**src/rtl/vga_beat_overlay.sv**
```systemverilog
// Pixel-stream overlay for a beat-synchronised VGA display.
// Pixels pass from an Avalon-ST sink to a registered Avalon-ST source through
// a 2-entry skid buffer. Each accepted pixel is tagged with its frame position,
// and the pixel may be replaced by a white flash border (for a few frames after
// a beat) or by a red BPM bar along the bottom lines.
module vga_beat_overlay #(
   parameter int WIDTH        = 320,
   parameter int HEIGHT       = 240,
   parameter int BORDER       = 4,
   parameter int BAR_H        = 8,
   parameter int FLASH_FRAMES = 4
) (
   input  logic        clk,
   input  logic        reset,
   input  logic [8:0]  BPM_estimate,
   input  logic        beat_pulse,
   input  logic [29:0] snk_data,
   input  logic        snk_startofpacket,
   input  logic        snk_endofpacket,
   input  logic        snk_valid,
   output logic        snk_ready,
   output logic [29:0] src_data,
   output logic        src_startofpacket,
   output logic        src_endofpacket,
   output logic        src_valid,
   input  logic        src_ready
);

   localparam int XW = (WIDTH  > 1) ? $clog2(WIDTH)  : 1;
   localparam int YW = (HEIGHT > 1) ? $clog2(HEIGHT) : 1;

   logic [XW-1:0] r_x;
   logic [YW-1:0] r_y;
   logic          r_pending;
   logic [3:0]    r_flash;
   logic [8:0]    r_bpm;

   logic [29:0]   r_skid_data;
   logic          r_skid_sop;
   logic          r_skid_eop;
   logic          r_skid_valid;
   logic          r_snk_ready;

   logic [29:0]   r_src_data;
   logic          r_src_sop;
   logic          r_src_eop;
   logic          r_src_valid;

   logic          w_accept;
   logic [XW-1:0] w_x;
   logic [YW-1:0] w_y;
   logic          w_pend;
   logic          w_reload;
   logic [3:0]    w_flash;
   logic [8:0]    w_bpm;
   logic [31:0]   w_xi;
   logic [31:0]   w_yi;
   logic [31:0]   w_bpmi;
   logic [31:0]   w_bar_len;
   logic          w_border;
   logic          w_bar;
   logic [29:0]   w_pix;
   logic          w_out_free;
   logic          w_skid_nxt;

   assign snk_ready         = r_snk_ready;
   assign src_data          = r_src_data;
   assign src_startofpacket = r_src_sop;
   assign src_endofpacket   = r_src_eop;
   assign src_valid         = r_src_valid;

   assign w_accept = snk_valid & r_snk_ready;

   // A start-of-packet pixel is always (0,0) and samples tempo/flash state
   // for the frame it opens, so its own classification uses the fresh values.
   assign w_x      = snk_startofpacket ? '0 : r_x;
   assign w_y      = snk_startofpacket ? '0 : r_y;
   assign w_pend   = r_pending | beat_pulse;
   assign w_reload = w_accept & snk_startofpacket & w_pend;
   assign w_flash  = w_reload ? 4'(FLASH_FRAMES) : r_flash;
   assign w_bpm    = snk_startofpacket ? BPM_estimate : r_bpm;

   assign w_xi      = 32'(w_x);
   assign w_yi      = 32'(w_y);
   assign w_bpmi    = 32'(w_bpm);
   assign w_bar_len = (w_bpmi > WIDTH) ? WIDTH : w_bpmi;

   assign w_border = (w_xi < BORDER) || (w_xi >= WIDTH - BORDER) ||
                     (w_yi < BORDER) || (w_yi >= HEIGHT - BORDER);
   assign w_bar    = (w_yi >= HEIGHT - BAR_H) && (w_xi < w_bar_len);

   assign w_pix = (w_border && (w_flash != 4'd0)) ? 30'h3FFFFFFF :
                  w_bar                           ? {10'h3FF, 20'h0} :
                                                    snk_data;

   // Output register can take a new beat when empty or being drained this cycle.
   // The skid only fills when an accepted beat meets a stalled output.
   assign w_out_free = ~r_src_valid | src_ready;
   assign w_skid_nxt = w_out_free ? 1'b0 : (r_skid_valid | w_accept);

   // Output register and skid entry; snk_ready mirrors "skid will be empty".
   always_ff @(posedge clk or negedge reset) begin
      if (!reset) begin
         r_src_data   <= '0;
         r_src_sop    <= 1'b0;
         r_src_eop    <= 1'b0;
         r_src_valid  <= 1'b0;
         r_skid_data  <= '0;
         r_skid_sop   <= 1'b0;
         r_skid_eop   <= 1'b0;
         r_skid_valid <= 1'b0;
         r_snk_ready  <= 1'b0;
      end else begin
         if (w_out_free) begin
            if (r_skid_valid) begin
               r_src_data  <= r_skid_data;
               r_src_sop   <= r_skid_sop;
               r_src_eop   <= r_skid_eop;
               r_src_valid <= 1'b1;
            end else if (w_accept) begin
               r_src_data  <= w_pix;
               r_src_sop   <= snk_startofpacket;
               r_src_eop   <= snk_endofpacket;
               r_src_valid <= 1'b1;
            end else begin
               r_src_valid <= 1'b0;
            end
         end else if (w_accept) begin
            r_skid_data <= w_pix;
            r_skid_sop  <= snk_startofpacket;
            r_skid_eop  <= snk_endofpacket;
         end
         r_skid_valid <= w_skid_nxt;
         r_snk_ready  <= ~w_skid_nxt;
      end
   end

   // Frame position, tempo sample and flash countdown advance only on acceptance.
   always_ff @(posedge clk or negedge reset) begin
      if (!reset) begin
         r_x     <= '0;
         r_y     <= '0;
         r_bpm   <= '0;
         r_flash <= '0;
      end else if (w_accept) begin
         if (w_x == XW'(WIDTH - 1)) begin
            r_x <= '0;
            r_y <= (w_y == YW'(HEIGHT - 1)) ? w_y : w_y + 1'b1;
         end else begin
            r_x <= w_x + 1'b1;
            r_y <= w_y;
         end
         r_bpm <= w_bpm;
         if (w_reload) begin
            r_flash <= 4'(FLASH_FRAMES);
         end else if (snk_endofpacket && (r_flash != 4'd0)) begin
            r_flash <= r_flash - 1'b1;
         end
      end
   end

   // Beat strobes are held until the next frame start consumes them.
   always_ff @(posedge clk or negedge reset) begin
      if (!reset) begin
         r_pending <= 1'b0;
      end else begin
         r_pending <= w_reload ? 1'b0 : w_pend;
      end
   end

endmodule

```
**config.mk**
```make
export PLATFORM = sky130hd
export DESIGN_NAME = vga_beat_overlay
export DESIGN_NICKNAME = d
export VERILOG_FILES = /design/src/rtl/vga_beat_overlay.sv
export SDC_FILE = /design/constraint.sdc
export NUM_CORES = 1
export LEC_CHECK = 0
export BUFFER_PORTS_ARGS = -buffer_cell sky130_fd_sc_hd__buf_2
export CORE_MARGIN = 4
export CORE_UTILIZATION = 45
export CTS_CLUSTER_DIAMETER = 150
export DETAILED_ROUTE_END_ITERATION = 16
export GPL_ROUTABILITY_DRIVEN = 0
export GPL_TIMING_DRIVEN = 1
export PLACE_DENSITY = 0.65
export REMOVE_ABC_BUFFERS = 1
export SLEW_MARGIN = 5
export SYNTH_ARGS = -nofsm -noshare
export SYNTH_HDL_FRONTEND = slang
export SYNTH_SLANG_ARGS = --single-unit
```
**constraint.sdc**
```tcl
create_clock -name clk -period 7.9 [get_ports clk]
set_input_delay 0.395 -clock clk [delete_from_list [all_inputs] [get_ports clk]]
set_output_delay 0.395 -clock clk [all_outputs]
set_load 0.02 [all_outputs]
```
# ---- Word-level counts from Yosys, hierarchy flattened
# Cells that the tools add are included.
dict set report totals {
  reg_bits 98
}
dict set report op_classes {
  n_addsub 3
  order_cmp 7
  n_eq_ne 2
  muxes 22
  n_bitwise 9
  n_reduce_logical 13
}
# operator n
set op_table {}
lappend op_table {{30-bit 2-to-1 mux} 4}
lappend op_table {{9-bit 2-to-1 mux} 4}
lappend op_table {{8-bit 2-to-1 mux} 3}
lappend op_table {{8-bit greater-or-equal comparator (second input constant)} 2}
lappend op_table {{4-bit 2-to-1 mux} 3}
lappend op_table {{9-bit by 1-bit adder with 9-bit output (second input constant)} 1}
lappend op_table {{9-bit equality test (second input constant)} 1}
lappend op_table {{9-bit greater-or-equal comparator (second input constant)} 1}
lappend op_table {{9-bit greater-than comparator (second input constant)} 1}
lappend op_table {{9-bit by 3-bit < comparator with 1-bit output (second input constant)} 1}
lappend op_table {{9-bit < comparator} 1}
lappend op_table {{8-bit by 1-bit adder with 8-bit output (second input constant)} 1}
lappend op_table {{8-bit equality test (second input constant)} 1}
lappend op_table {{8-bit by 3-bit < comparator with 1-bit output (second input constant)} 1}
lappend op_table {{1-bit 2-to-1 mux} 8}
lappend op_table {{4-bit nonzero test} 2}
lappend op_table {{2-bit AND reduction} 3}
lappend op_table {{2-bit nonzero test} 2}
lappend op_table {{4-bit by 1-bit subtractor with 4-bit output (second input constant)} 1}
lappend op_table {{1-bit bitwise AND} 3}
lappend op_table {{1-bit logical AND} 3}
lappend op_table {{1-bit logical OR} 3}
lappend op_table {{1-bit NOT} 3}
lappend op_table {{1-bit bitwise OR} 3}

# ---- Depth between registers and ports, before layout
# Gate-level depths: netlist of the first run.
dict set report logic_depth {
  ltp_word 9
  ltp_mapped 13
  depth_no_buf 10
}

# ---- Worst setup path before layout of the first run
# OpenSTA, ideal clock, no wires.
dict set report synth_path {
  path_kind {input -> register}
  start {input port snk_startofpacket}
  end {register r_skid_data[20]}
  setup_ps 141
  t_arrival_ps 2701
  required_time_ps 7759
  path_slack_ps 5058
  cell_stages 13
  path_buffers 5
  cell_sequence {buf_6 buf_8 clkbuf_1 buf_2 mux2i_1 and2_1 ha_1 and4_1 nand3_1 o221a_2 o211ai_1 clkbuf_1 a31oi_1}
}
dict set report synth_via {
  elab_chain_cells 7
  word_cells_on_any_way 22
  classes_between {order compare (7); mux (7); bitwise (2); reduce/logical (6)}
}
# item line_no
set synth_rtl {}
lappend synth_rtl {{start: declaration} 18} ;# input logic snk_startofpacket,
lappend synth_rtl {{9-bit 2-to-1 mux (on tied branches)} {81, 76}}
lappend synth_rtl {{9-bit greater-than comparator (tied with other cells)} 86} ;# assign w_bar_len = (w_bpmi > WIDTH) ? WIDTH : w_bpmi;
lappend synth_rtl {{9-bit 2-to-1 mux or 1-bit logical OR (tied branches)} {86, 88}}
lappend synth_rtl {{9-bit < comparator or 1-bit logical OR (tied branches)} {90, 88}}
lappend synth_rtl {{1-bit logical AND or 1-bit logical OR (tied branches)} {90, 89}}
lappend synth_rtl {{30-bit 2-to-1 mux or 1-bit logical AND (tied branches)} {93, 92}}
lappend synth_rtl {{30-bit 2-to-1 mux (*)} 92} ;# assign w_pix = (w_border && (w_flash != 4'd0)) ? 30'h3FFFFFFF :
lappend synth_rtl {{end signal: assignment} 129} ;# r_skid_data <= w_pix;
lappend synth_rtl {{end: declaration} 38} ;# logic [29:0] r_skid_data;
# Mark *: on every way between the ends. The rest lies on a longest branch, timed or not.
# A chain may end at the register's enable or synchronous reset.

# ---- Worst setup path after layout of the first run
dict set report layout_path {
  start {input port snk_startofpacket}
  end {register r_src_data[14] (netlist: src_data[14])}
}
dict set report layout_via {
  elab_chain_cells 9
  word_cells_on_any_way 24
  classes_between {order compare (7); mux (9); bitwise (2); reduce/logical (6)}
}
# item line_no
set layout_rtl {}
lappend layout_rtl {{9-bit 2-to-1 mux (on tied branches)} {81, 76}}
lappend layout_rtl {{9-bit greater-than comparator (tied with other cells)} 86}
lappend layout_rtl {{9-bit 2-to-1 mux or 1-bit logical OR (tied branches)} {86, 88}}
lappend layout_rtl {{9-bit < comparator or 1-bit logical OR (tied branches)} {90, 88}}
lappend layout_rtl {{1-bit logical AND or 1-bit logical OR (tied branches)} {90, 89}}
lappend layout_rtl {{30-bit 2-to-1 mux or 1-bit logical AND (tied branches)} {93, 92}}
lappend layout_rtl {{30-bit 2-to-1 mux (*)} 92}
lappend layout_rtl {{30-bit 2-to-1 mux (*)} 120} ;# end else if (w_accept) begin
lappend layout_rtl {{30-bit 2-to-1 mux (*)} 115} ;# if (r_skid_valid) begin
lappend layout_rtl {{end signal: assignment} 116} ;# r_src_data <= r_skid_data;
lappend layout_rtl {{end signal: assignment} 121} ;# r_src_data <= w_pix;
lappend layout_rtl {{end: declaration} 44} ;# logic [29:0] r_src_data;
# Mark *: on every way between the ends. The rest lies on a longest branch, timed or not. The select of a mux whose other input is x is not followed.

==> impl_metrics.env, run 1 <==
export IMPL_ys_ff_latch=98
export IMPL_ios=80
export IMPL_slew_headroom_pct=19.71
export IMPL_min_delay_start="beat_pulse"
export IMPL_routed_wl_mm=13.08
export IMPL_met3_usage_pct=3.161
export IMPL_drive_above_1_share_pct=20.99
export IMPL_synth_area_um2=5271
export IMPL_syn2layout_area_growth_pct=14.22
export IMPL_grt_setup_unrepaired="no"
export IMPL_max_cap_viol_count=0
export IMPL_nets=683
export IMPL_combPwrFrac_pct=29.0
export IMPL_cp_required_ps=8060
export IMPL_numPortBuffers=79
export IMPL_synth_async_reset_ratio_pct=100.0
export IMPL_start_util_pct=46.16
export IMPL_reg2reg_depth=10
export IMPL_cp_start_kind="input port"
export IMPL_hold_path_depth=2
export IMPL_ys_seq_area_share_pct=46.52
export IMPL_grt_max_degree=74
export IMPL_grt_overflow_total=0
export IMPL_p_per_area_nw_per_um2=269.9
export IMPL_grt_pass1_wl_mm=21.78
export IMPL_numCtsBuffers=9
export IMPL_place_inst=756
export IMPL_final_util_pct=52.73
export IMPL_timing_rr_start="r_bpm[7]$_DFFE_PN0P_"
export IMPL_fillers=1062
export IMPL_core_area_um2=11420
export IMPL_grt_pass1_vias=4388
export IMPL_grtUsageMet1_pct=27.87
export IMPL_cts_setup_buffers=0
export IMPL_cts_tree="done"
export IMPL_cts_path_max_buffers=2
export IMPL_synth_cells=569
export IMPL_synthTopCellsByCount="dfrtp_1 (98), nand2_1 (92), o21ai_0 (41), nor2_1 (36), nor3_1 (28)"
export IMPL_track_usage_pct=20.15
export IMPL_finClkSkew_ps=7.531
export IMPL_worstPathArrival_ps=4210
export IMPL_dr_pass1_iters=5
export IMPL_synth_ff_type="dfrtp_1"
export IMPL_hold_class="in -> reg"
export IMPL_r2r_end="src_data[14]$_DFFE_PN0P_"
export IMPL_syn_area_per_cell_um2=9.264
export IMPL_clock_latency_ps=340
export IMPL_critPathKind="in -> reg"
export IMPL_switching_share_pct=34.73
export IMPL_antenna_cells=0
export IMPL_cts_hold_buf=1
export IMPL_setup_tns_ps=0
export IMPL_worst_setup_path_end_kind="register"
export IMPL_cts_clk_slew_worst_paths_ps=70
export IMPL_die_area_um2=13510
export IMPL_ctsResizeCount=0
export IMPL_cts_htree_levels=3
export IMPL_synth_edf_count=0
export IMPL_cts_root_buf="clkbuf_16"
export IMPL_antenna_found_initial=0
export IMPL_total_power_w=0.001625
export IMPL_status="completed"
export IMPL_internal_power_w=0.001061
export IMPL_power_static_leakage_nw=2.607
export IMPL_hold_end="r_pending$_DFF_PN0_"
export IMPL_yosysTopAreaCell="dfrtp_1"
export IMPL_switching_power_w=0.0005643
export IMPL_yosysTopAreaCellShare_pct=46.52
export IMPL_grt_use_met2_pct=32.72
export IMPL_rrSetupSlack_ps=4180
export IMPL_ys_warn_count=0
export IMPL_ant_nets=0
export IMPL_hold_ws_ps=300.6
export IMPL_cp_max_fo=46
export IMPL_clkPwrFrac_pct=26.8
export IMPL_drc=0
export IMPL_grt_most_used_layer="met2"
export IMPL_seqPwrFrac_pct=44.2
export IMPL_min_period_ps=4050
export IMPL_peakVddDrop_uv=165.4
export IMPL_synth_cell_types=65
export IMPL_cts_sinks=98
export IMPL_synth_area_leaders="dfrtp_1 (47%), nand2_1 (6.6%), o21ai_0 (3.9%), a22oi_1 (3.3%), mux2_2 (3.2%)"
export IMPL_rows=39
export IMPL_viasPerCell=5.817
export IMPL_worst_slew_pin_slew_ps=1204
export IMPL_vias=4491
export IMPL_max_freq_mhz=246.9
export IMPL_setup_viol=0
export IMPL_drt_iter0_drc=334
export IMPL_fin_crit_sh_pct=51.27
export IMPL_yosysMostFrequentCell="dfrtp_1"
export IMPL_slew_violations=0
export IMPL_hold_viol_final=0
export IMPL_die_w_um=116.2
export IMPL_avgRoutedWirePerCell_um=16.95
export IMPL_die_y_um=116.2
export IMPL_dp_hpwl_mm=8.612
export IMPL_layout_cells_non_filler=772
[stage by stage]
stage / setup slack [ps] / instance area, um2
2_1_floorplan: 4922 / 5074
4_1_cts: 3903 / 6021
3_5_place_dp: 3565 / 5719
3_3_place_gp: 3713 / 5719
5_1_grt: 3495 / 6021
6_report: 3850 / 6021
[flip-flops by register name (all words and copies together), names as in the netlist]
name,count
src_data,30
src_startofpacket,1
r_skid_eop,1
r_skid_sop,1
r_skid_valid,1
r_x,9
r_y,8
src_valid,1
snk_ready,1
r_pending,1
src_endofpacket,1
r_skid_data,30
r_bpm,9
r_flash,4
[worst max path at each step]
stage	startpoint	end	cells after the start
after detailed placement	snk_startofpacket	src_data[1]$_DFFE_PN0P_	11
after floorplan	r_bpm[7]$_DFFE_PN0P_	src_data[0]$_DFFE_PN0P_	10
after global placement	snk_startofpacket	src_data[12]$_DFFE_PN0P_	11
after global routing	snk_startofpacket	src_data[14]$_DFFE_PN0P_	11
final	snk_startofpacket	src_data[14]$_DFFE_PN0P_	11
after CTS	snk_startofpacket	src_data[14]$_DFFE_PN0P_	11
[cell usage in the layout, fill, tap and decap left out, types with 3 or more instances in the layout]
cell / n
buf_2: 78
nor2b_1: 10
o21bai_1: 10
a22oi_1: 23
nor3_1: 28
and2_1: 3
dfrtp_1: 98
and3_1: 4
clkbuf_16: 9
mux2_2: 15
nor2_1: 34
o211ai_1: 21
inv_1: 11
a21o_1: 3
nor4_1: 4
mux2i_1: 4
a31oi_1: 12
buf_4: 8
a21oi_1: 20
o21a_1: 22
o21ai_1: 3
ha_1: 12
o21ai_0: 41
nand2_1: 92
nand3_1: 5
[metal layers]
layer	routed length [um]	share of wire (%)	vias to the layer above
met5	0	0	-
met4	177	1.4	0
met3	834	6.4	14
met2	6169	47	142
met1	5902	45	2180
li1	-	-	2155
[critical path, cell delays in order]
cell and delay (ps):
buf_2 600, inv_1 360, a22oi_1 290, o221ai_2 230
and2_1 210, ha_1 280, and4_1 210, nand3_1 140
o221a_2 220, o211a_1 950, o21ai_0 280
[power groups by stage]
stage,clock network [W],registers (W),logic (W)
3_3_place_gp,0,0.000720,0.000461
2_1_floorplan,0,0.000776,0.000244
3_5_place_dp,0,0.000725,0.000475
6_report,0.000436,0.000718,0.000471
5_1_grt,0.000472,0.000735,0.000527
4_1_cts,0.000451,0.000717,0.000475
[layout make-up]
type | count | area (um2) | area share (%)
Multi-Input combinational cell | 418 | 2596 | 43.12
Sequential cell | 98 | 2452 | 40.73
Timing Repair Buffer | 87 | 460.4 | 7.648
Clock buffer | 9 | 225.2 | 3.741
Tap cell | 143 | 178.9 | 2.972
Clock inverter | 6 | 66.31 | 1.101
Inverter | 11 | 41.29 | 0.6858
[logic make-up after synthesis]
kind of cell,after synthesis,share of synthesized area (%)
XOR/XNOR,3,0.4985
adder cells (fa/ha/maj),12,2.848
AND/OR/NAND/NOR,207,19.01
flip-flops,98,46.52
multiplexers,19,3.964
buffers and inverters,53,4.533
AO/OA/AOI/OAI,177,22.62
Note: power is estimated with default switching activity, not from simulation.
==> run 2, diff against run 1 <==
==> constraint.sdc (replaced) <==
create_clock -name clk -period 3.8 [get_ports clk]
set_input_delay 0.19 -clock clk [delete_from_list [all_inputs] [get_ports clk]]
set_output_delay 0.19 -clock clk [all_outputs]
set_load 0.02 [all_outputs]
==> run 2 against run 1 <==
Non-clock buffer count up 5; routed wire length up 1.4%; clock power up 120%; via count down 0.13%; sequential share of layout area down 0.33 points; final area up 0.81%; register-to-register slack worse by 3500 ps; worst setup slack worse by 3200 ps; utilization up 0.43 points; worst hold slack worse by 220 ps; sequential power up 110%; critical endpoint is now r_skid_data[15]$_DFFE_PN0P_; largest power group unchanged.
==> impl_metrics.env, run 2 (synthesis results as in run 1) <==
export IMPL_dp_hpwl_mm=8.834
export IMPL_start_util_pct=46.16
export IMPL_power_static_leakage_nw=2.638
export IMPL_hold_path_depth=2
export IMPL_dp_slack_ps=560.8
export IMPL_worst_setup_path_end_kind="register"
export IMPL_p_per_area_nw_per_um2=563.9
export IMPL_fin_crit_sh_pct=83.39
export IMPL_rrSetupSlack_ps=630
export IMPL_nets=688
export IMPL_antenna_found_initial=0
export IMPL_finClkSkew_ps=8.703
export IMPL_drive_above_1_share_pct=21.73
export IMPL_die_y_um=116.2
export IMPL_status="completed"
export IMPL_cp_max_fo=40
export IMPL_cts_clk_slew_worst_paths_ps=70
export IMPL_hold_class="in -> reg"
export IMPL_min_delay_start="beat_pulse"
export IMPL_min_period_ps=3169
export IMPL_layout_common_cells="dfrtp_1 (98), nand2_1 (92), buf_2 (78), o21ai_0 (41), nor2_1 (34)"
export IMPL_critPathKind="reg -> reg"
export IMPL_cts_sinks=98
export IMPL_setup_viol=0
export IMPL_grt_max_degree=67
export IMPL_setup_tns_ps=0
export IMPL_hold_ws_ps=75.89
export IMPL_clock_latency_ps=350
export IMPL_cts_path_max_buffers=2
export IMPL_peakVddDrop_uv=316.9
export IMPL_dpl_cell_area_um2=5757
export IMPL_total_power_w=0.003423
export IMPL_numPortBuffers=79
export IMPL_cts_htree_levels=3
export IMPL_fin_ws_ps=631.2
export IMPL_drt_iter0_drc=308
export IMPL_grt_overflow_total=0
export IMPL_r2r_end="r_skid_data[15]$_DFFE_PN0P_"
export IMPL_reg2reg_depth=11
export IMPL_final_common_cell="dfrtp_1"
export IMPL_max_cap_viol_count=0
export IMPL_numCtsBuffers=9
export IMPL_die_area_um2=13510
export IMPL_drc=0
export IMPL_grt_pass1_wl_mm=22.25
export IMPL_hold_end="r_pending$_DFF_PN0_"
export IMPL_die_w_um=116.2
export IMPL_worst_slew_pin_slew_ps=1059
export IMPL_grt_pass1_vias=4556
export IMPL_ios=80
export IMPL_syn2layout_area_growth_pct=15.14
export IMPL_hold_viol_final=0
export IMPL_slew_violations=0
export IMPL_avgRoutedWirePerCell_um=17.06
export IMPL_dr_pass1_iters=4
export IMPL_ant_nets=0
export IMPL_antenna_cells=0
export IMPL_fin_area_um2=6070
export IMPL_rows=39
export IMPL_timing_rr_start="r_bpm[7]$_DFFE_PN0P_"
export IMPL_core_area_um2=11420
export IMPL_cp_start_kind="register"
export IMPL_track_usage_pct=20.62
export IMPL_viasPerCell=5.765
export IMPL_vias=4485
export IMPL_max_freq_mhz=315.6
export IMPL_cts_tree="done"
export IMPL_worstPathArrival_ps=3360
export IMPL_cts_setup_buffers=0
export IMPL_cp_required_ps=3990
export IMPL_cts_root_buf="clkbuf_16"
export IMPL_grt_setup_unrepaired="no"
export IMPL_slew_headroom_pct=29.35
export IMPL_routed_wl_mm=13.27
export IMPL_fillers=1058
[run 2: area by class of cell]
type	instances	area (um2)	share of cell area, %
clock inverter	7	77.57	1.278
clock buffer	9	225.2	3.711
sequential	98	2452	40.40
timing repair buffer	92	498.0	8.205
tap	143	178.9	2.948
multi-input combinational	418	2596	42.77
inverter	11	41.29	0.6803
[run 2: through the flow]
| step | utilization [%] | instances |
|---|---|---|
| 6_report | 53.16 | 778 |
| 5_1_grt | 53.16 | 778 |
| 2_1_floorplan | - | 527 |
| 3_3_place_gp | 50.42 | 761 |
| 4_1_cts | 53.16 | 778 |
| 3_5_place_dp | 50.42 | 761 |
[run 2: power breakdown]
group	switching, W	internal, W	total (W)
registers	0.000179	0.00132	0.00149
logic	0.000605	0.000385	0.000990
clock network	0.000421	0.000517	0.000938
[run 2: how the worst max path moves through the flow]
stage                    startpoint                          end  slack, ps  cells past startpoint
2_1_floorplan  r_bpm[7]$_DFFE_PN0P_      src_data[0]$_DFFE_PN0P_        820                     10
4_1_cts        r_bpm[7]$_DFFE_PN0P_  r_skid_data[18]$_DFFE_PN0P_        630                     11
3_3_place_gp      snk_startofpacket   r_skid_data[4]$_DFFE_PN0P_        690                     12
6_report       r_bpm[7]$_DFFE_PN0P_  r_skid_data[15]$_DFFE_PN0P_        630                     11
3_5_place_dp      snk_startofpacket  r_skid_data[18]$_DFFE_PN0P_        560                     12
5_1_grt        r_bpm[7]$_DFFE_PN0P_   r_skid_data[5]$_DFFE_PN0P_        340                     11
[run 2: critical path, cell delays in order, from the launching register on]
cell	delay [ps]
dfrtp_1	420
nor4b_1	320
a22oi_1	150
o221ai_2	380
nand2_1	110
ha_1	310
a21o_1	180
a221o_1	360
nand2_1	100
o211a_1	140
buf_4	360
o211ai_1	160
[run 2: what timing repair did]
item,CTS,global route
hold endpoints to repair,65,0
hold buffers,1,0
gates resized for setup,0,0
[run 2: per-layer routing]
| layer | share of wire, % | vias up | GRT usage [%] |
|---|---|---|---|
| met5 | 0 | - | 0 |
| met4 | 2.6 | 0 | 8.121 |
| met1 | 47 | 2177 | 28.08 |
| met3 | 5.2 | 22 | 4.922 |
| li1 | - | 2169 | - |
| met2 | 46 | 117 | 31.85 |
